--- src/rtl/sext_packer_pkg.sv ---
// Shared types and the short-word rule for the sign-extension packer.
package sext_packer_pkg;

  typedef enum logic [1:0] {
    EMPTY   = 2'd0,
    SEND_LO = 2'd1,
    SEND_HI = 2'd2
  } state_t;

  // A word is short when its upper half is pure sign extension of bit 15.
  function automatic logic is_short(input logic [31:0] word);
    return (word[31:16] == {16{word[15]}});
  endfunction

endpackage

--- src/rtl/sext_packer_sext_check.sv ---
// Combinational short/long classifier for a 32-bit word.
module sext_check
  import sext_packer_pkg::*;
(
  input  logic [31:0] i_data,
  output logic        o_short
);

  assign o_short = is_short(i_data);

endmodule

--- src/rtl/sext_packer.sv ---
// Packs 32-bit words into 16-bit beats: one beat when the word is a
// sign-extended halfword, two beats (low then high) otherwise.
module sext_packer
  import sext_packer_pkg::*;
#(
  parameter int CNT_W = 16
) (
  input  logic             clk,
  input  logic             rst_n,
  input  logic             in_valid,
  output logic             in_ready,
  input  logic [31:0]      in_data,
  output logic             out_valid,
  input  logic             out_ready,
  output logic [15:0]      out_data,
  output logic             out_short,
  output logic             out_last,
  output logic [CNT_W-1:0] short_cnt,
  output logic [CNT_W-1:0] long_cnt
);

  state_t      r_state;
  state_t      w_state_nxt;
  logic [31:0] r_word;
  logic        r_short;
  logic        w_short;
  logic        w_in_xfer;
  logic        w_out_xfer;

  function automatic logic [CNT_W-1:0] sat_inc(input logic [CNT_W-1:0] v);
    return (&v) ? v : v + CNT_W'(1);
  endfunction

  sext_check u_check (
    .i_data  (in_data),
    .o_short (w_short)
  );

  always_comb begin
    out_valid = 1'b0;
    out_data  = 16'h0000;
    out_short = 1'b0;
    out_last  = 1'b0;
    case (r_state)
      SEND_LO: begin
        out_valid = 1'b1;
        out_data  = r_word[15:0];
        out_short = r_short;
        out_last  = r_short;
      end
      SEND_HI: begin
        out_valid = 1'b1;
        out_data  = r_word[31:16];
        out_last  = 1'b1;
      end
      default: ;
    endcase
    // Accepting alongside the final beat keeps short words flowing at one per cycle.
    in_ready   = rst_n && ((r_state == EMPTY) || (out_ready && out_last));
    w_in_xfer  = in_valid && in_ready;
    w_out_xfer = out_valid && out_ready;
  end

  always_comb begin
    w_state_nxt = r_state;
    if (w_in_xfer) begin
      w_state_nxt = SEND_LO;
    end else if (w_out_xfer) begin
      w_state_nxt = out_last ? EMPTY : SEND_HI;
    end
  end

  always_ff @(posedge clk) begin
    if (!rst_n) begin
      r_state   <= EMPTY;
      r_word    <= 32'h0;
      r_short   <= 1'b0;
      short_cnt <= '0;
      long_cnt  <= '0;
    end else begin
      r_state <= w_state_nxt;
      if (w_in_xfer) begin
        r_word  <= in_data;
        r_short <= w_short;
        if (w_short) begin
          short_cnt <= sat_inc(short_cnt);
        end else begin
          long_cnt  <= sat_inc(long_cnt);
        end
      end
    end
  end

endmodule

--- config.mk ---
export PLATFORM = sky130hd
export DESIGN_NAME = sext_packer
export DESIGN_NICKNAME = d
export VERILOG_FILES = /design/src/rtl/sext_packer_pkg.sv /design/src/rtl/sext_packer_sext_check.sv /design/src/rtl/sext_packer.sv
export SDC_FILE = /design/constraint.sdc
export NUM_CORES = 1
export LEC_CHECK = 0
export BUFFER_PORTS_ARGS = -buffer_cell sky130_fd_sc_hd__clkbuf_2
export CAP_MARGIN = 30
export CORE_MARGIN = 2
export CORE_UTILIZATION = 35
export DETAILED_ROUTE_END_ITERATION = 10
export PLACE_DENSITY = 0.59
export SYNTH_ARGS = -nofsm -noshare
export SYNTH_HDL_FRONTEND = slang
export SYNTH_HIERARCHICAL = 1
export SYNTH_SLANG_ARGS = --single-unit
export TNS_END_PERCENT = 1
--- constraint.sdc ---
create_clock -name clk -period 2.1 [get_ports clk]
set_input_delay 0.21 -clock clk [delete_from_list [all_inputs] [get_ports clk]]
set_output_delay 0.21 -clock clk [all_outputs]
set_load 0.05 [all_outputs]
== Yosys cells after proc, flatten, opt, wreduce, memory -nomap -nowiden ==
Index checks and enable logic that the tools add are counted.
Storage, ports and cells
  ROM bits: 0
  logic and storage cells: 35
  RAM bits: 0
  memories: 0
  latch bits: 0
  bits in registers: 67
Operators by class
  muxes and demuxes: 7
  $add $sub $neg: 2
  eq/ne operators: 3
  div/mod/pow operators: 0
  multiply operators: 0
  reduce and logical (&&, ||, !) cells: 13
  bitwise operators: 4
  order comparisons: 0
  shift operators: 0
Operator list (number)
  16-bit by 1-bit adder with 16-bit output, second input constant: 2
  16-bit case mux with 2 select lines: 1
  16-bit AND reduction: 2
  16-bit == test: 1
  3-bit AND reduction: 2
  1-bit logical AND: 4
  1-bit 2-to-1 mux: 4
  1-bit inverter: 4
  2-bit OR reduction: 2
  2-bit by 1-bit == test with 1-bit output, second input constant: 1
  2-bit == test, second input constant: 1
  2-bit zero test: 1
  2-bit 2-to-1 mux: 1
  1-bit case mux with 2 select lines: 1
  2-bit nonzero test: 1
  1-bit logical OR: 1

== Depth between registers and ports, before layout ==
  word-level depth: 7
  mapped depth: 9
  depth with buffers taken out: 8

== Hierarchy ==
Netlist, hierarchy kept.
Modules (own cells, without submodules)
  sext_packer: instances 1, cells each 379, area each 3180.6 um^2
  sext_check: instances 1, cells each 15, area each 88.8 um^2

== Worst setup path before layout ==
OpenSTA, ideal clock, no wires.
  kind: flip-flop to output port
  from: register r_state[0]
  to: output port in_ready
  stages on the path, launching flop included: 5
  slack: -0.363 ns
  data arrival time: 2.253 ns
  path through: dfxtp_1 inv_1 ha_1 a21oi_2 nor3_1
Between the ends
  word-level cells in the longest chain between the ends: 5
Ends and longest elaborated chain
  start, declared: line sext_packer.sv:22  | state_t r_state;
  start signal, assigned: line sext_packer.sv:81  | r_state <= w_state_nxt;
  2-bit == test or 2-bit by 1-bit == test with 1-bit output (tied branches): line sext_packer.sv:44  | case (r_state)
  1-bit case mux with 2 select lines: line sext_packer.sv:44
  1-bit logical AND: line sext_packer.sv:59  | in_ready = rst_n && ((r_state == EMPTY) || (out_ready && out_last));
  1-bit logical OR *: line sext_packer.sv:59
  1-bit logical AND *: line sext_packer.sv:59
  end, declared: line sext_packer.sv:11  | output logic in_ready,
Every way passes the cells marked *; elsewhere a longest branch is shown, timed or not.

== Worst setup path after layout ==
  from: register r_state[0]
  to: output port out_data[2]
Between the ends
  word-level cells in the longest chain between the ends: 2
Ends and longest elaborated chain
  2-bit == test or 2-bit by 1-bit == test with 1-bit output (tied branches): line sext_packer.sv:44
  16-bit case mux with 2 select lines *: line sext_packer.sv:44
  end, declared: line sext_packer.sv:15  | output logic [15:0] out_data,
Marked as above.

==> results.cfg <==
[drt]
wirelength_met1_um = 4040
detail_route.drc_violations = 0
dr_top_layer = met4
wl_met2_um = 3480
vias_per_cell = 5.05
drt-initial-drc-count = 79
totalWireLength_um = 8050
vias = 3081
drt_first_pass_iters = 5
drt.antenna.violating_nets = 0
detail_route.wl_per_cell_um = 13.2
wl_met3_um = 467

[critical_path]
regToRegSetupSlack_ns = 0.21
setup.worst_path.end = out_data[2]
critical_path_depth = 6
critical_path_arrival_ns = 1.80
critical_path.startpoint = r_state[0]
rr_endpoint = long_cnt[13]
critPathSlowestCell = dfxtp_1
critPathBufInv = 3
critical_path_peak_fanout = 17
required_ns = 1.89
reg2regPathDepth = 7
crit_type = reg2out
reg2reg_launch_point = r_state[0]
crit_path_cell_trace = inv_1, ha_1, buf_6, a22oi_1, nor2b_1, buf_2
critPathCaptureType = output pin
worst_setup_path_start_kind = flip-flop
path_delay_family = buffers and inverters
critPathMaxStageDelay_ns = 0.33

[logic_synthesis]
synth_top_cells_by_count = 88 x nand2_1, 67 x dfxtp_1, 33 x o21ai_0
sequential_share_of_the_synthesized_area_pct = 41.0
synth_seq_cells = 67
count_of_flip_flops_with_a_built_in_enable_after_synthesis = 0
synthCells = 394
synth_most_common_cell = nand2_1
async_flop_share_pct = 0
syn-cell-area_um2 = 3270
netlist.top_cell.by_area = dfxtp_1
synth.avg_cell_area_um2 = 8.30
synth.distinct_cells = 52
synth_area_leaders = dfxtp_1 41%, nand2_1 10%, o21ai_0 5.1%
number_of_nets_produced_by_synthesis = 435
yosysWarningCount = 6
synth.top_cell.area_share_pct = 41.0
synth_flop_cell = dfxtp_1

[sta]
hold_violations = 0
slew_headroom_pct = 61.9
timing.final.ws_setup_ns = 0.0932
whs_ns = 0.0753
setup_repair_after_global_routing_missed_its_margin = false
post-route-min-period_ns = 2.01
worst_clock_skew_ns = 0.00761
timing.final.max_slew_violations = 0
finalCritPeriodShare_pct = 95.6
fmax_mhz = 498
worstMarginPinSlew_ns = 0.567
setup_viol = 0

[finish]
layout-drive-gt1-share_pct = 29.3
antenna_diode_instance_count = 0
nNetsFinal = 535
postLayoutCellArea_um2 = 4200
area.growth.synth_to_final_pct = 28.5

[grt]
antenna_violations_before_repair = 0
global_route.overflow_total = 0
grt_util_all_layers_pct = 16.0
wire_length_of_the_first_global_routing_pass_um = 13200
number_of_global_route_vias_before_repair = 2856
largest_net_degree_at_the_start_of_global_routing = 67

[power_and_ir_drop]
power.density_nw_per_um2 = 947
power.ir.vdd_worst_v = 0.000376
leakage_uw = 0.00169

[place]
place.detailed.hpwl_um = 5840
place.port_buffers = 87
place_congestion = 0.850
placedInstanceArea_um2 = 3950
preCtsSetupSlack_ns = -0.260

[clock_network]
cts_tree = yes
cts.sink_count = 67
post-cts-setup-buffers = 0
cts.root.buffer_cell = clkbuf_8
clk_transition_reported_paths_ns = 0.08
cts_buffers = 9
insertion_delay_ns = 0.33
clock_tree.buffer_depth = 2
cts_max_level = 3

[floorplanning]
io-pin-count = 88
fp.coreArea_um2 = 9150
floorplan.die_area_um2 = 10100
die_w_um = 101
row_count = 35
start_util_pct = 35.7
floorplan.die.height_um = 101

[worst_hold_path]
min-delay-path-class = in2reg

[run_status]
outcome = finished clean

[flow_run]
maxCapViolCount = 0
-- worst min-delay path by stage --
stage | cells after the start | endpoint | slack (ns) | start
2_1_floorplan | 2 | r_word[0] | 0.32 | in_data[0]
3_3_place_gp | 3 | r_word[8] | 0.41 | in_data[8]
3_5_place_dp | 3 | r_word[8] | 0.41 | in_data[8]
4_1_cts | 3 | r_word[10] | 0.06 | in_data[10]
5_1_grt | 3 | r_word[11] | 0.08 | in_data[11]
6_report | 3 | r_word[10] | 0.08 | in_data[10]
-- where the power goes --
part | internal [uW] | leakage [uW] | switching (uW)
clock | 575 | 0.0000991 | 480
combinational | 524 | 0.00105 | 825
sequential | 1460 | 0.000545 | 109
-- worst min-delay path, stage by stage --
cell and delay [ns]:
clkbuf_2 0.07, nand2_1 0.03, o21ai_0 0.05
-- flip-flops by register name (all words and copies together), names as in the netlist --
name,flops
long_cnt,16
r_word,32
short_cnt,16
r_state,2
r_short,1
-- cells in the final DEF, fill, tap and decap left out, types with 3 or more instances in the layout --
master,instances
nand2_1,88
clkbuf_2,77
dfxtp_1,67
o21ai_0,33
nor2_1,26
buf_4,19
nor2b_1,17
a22oi_1,16
nand4_1,13
mux2i_1,12
nand3_1,11
xor2_1,10
clkbuf_8,10
xnor2_1,7
nor3_1,7
and3_1,5
clkbuf_4,5
nor4_1,4
buf_2,4
inv_1,3
and4_1,3
o2111ai_1,3
o211ai_1,3
or3_1,3
nand2b_1,3
nor4_2,3
ha_1,3
clkinv_2,3
buf_6,3
-- layout make-up --
| cell class | count | area (um^2) |
|---|---|---|
| clock buffer | 11 | 141 |
| fill | 951 | 4950 |
| timing repair buffer | 110 | 659 |
| multi-input combinational | 302 | 1850 |
| clock inverter | 5 | 52.6 |
| inverter | 4 | 15.0 |
| sequential | 67 | 1340 |
| tap | 111 | 139 |
-- per-stage QoR --
| stage | setup TNS, ns | utilization (%) | total power [uW] | std cells |
|---|---|---|---|---|
| floorplan | -3.18 | - | 2520 | 394 |
| CTS | 0 | 45.3 | 3970 | 610 |
| global route | 0 | 45.9 | 4220 | 610 |
| detailed placement | -5.62 | 43.2 | 2900 | 594 |
| global placement | -4.67 | 43.2 | 2880 | 594 |
| finish | 0 | 45.9 | 3980 | 610 |
-- what timing repair did --
item | in CTS | in global routing
hold buffers | 0 | 0
cloned | 0 | 0
setup endpoints to repair | 1 | 30
gates resized for setup | 1 | 21
-- layer usage --
metal	up-vias	GRT usage, %
li1	1583	-
met1	1415	22.3
met2	76	24.6
met3	7	3.74
met4	0	4.85
met5	-	0
-- cells by family after synthesis --
kind of cell               share of synthesized area (%)
muxes                                               3.67
and+or+nand+nor                                     31.1
xor gates and xnor gates                            4.55
AOI/OAI and AO/OA                                   14.1
adders and majority gates                           1.91
buffers and inverters                               3.64
DFF                                                 41.0
Power figures use the tool's default switching activity.
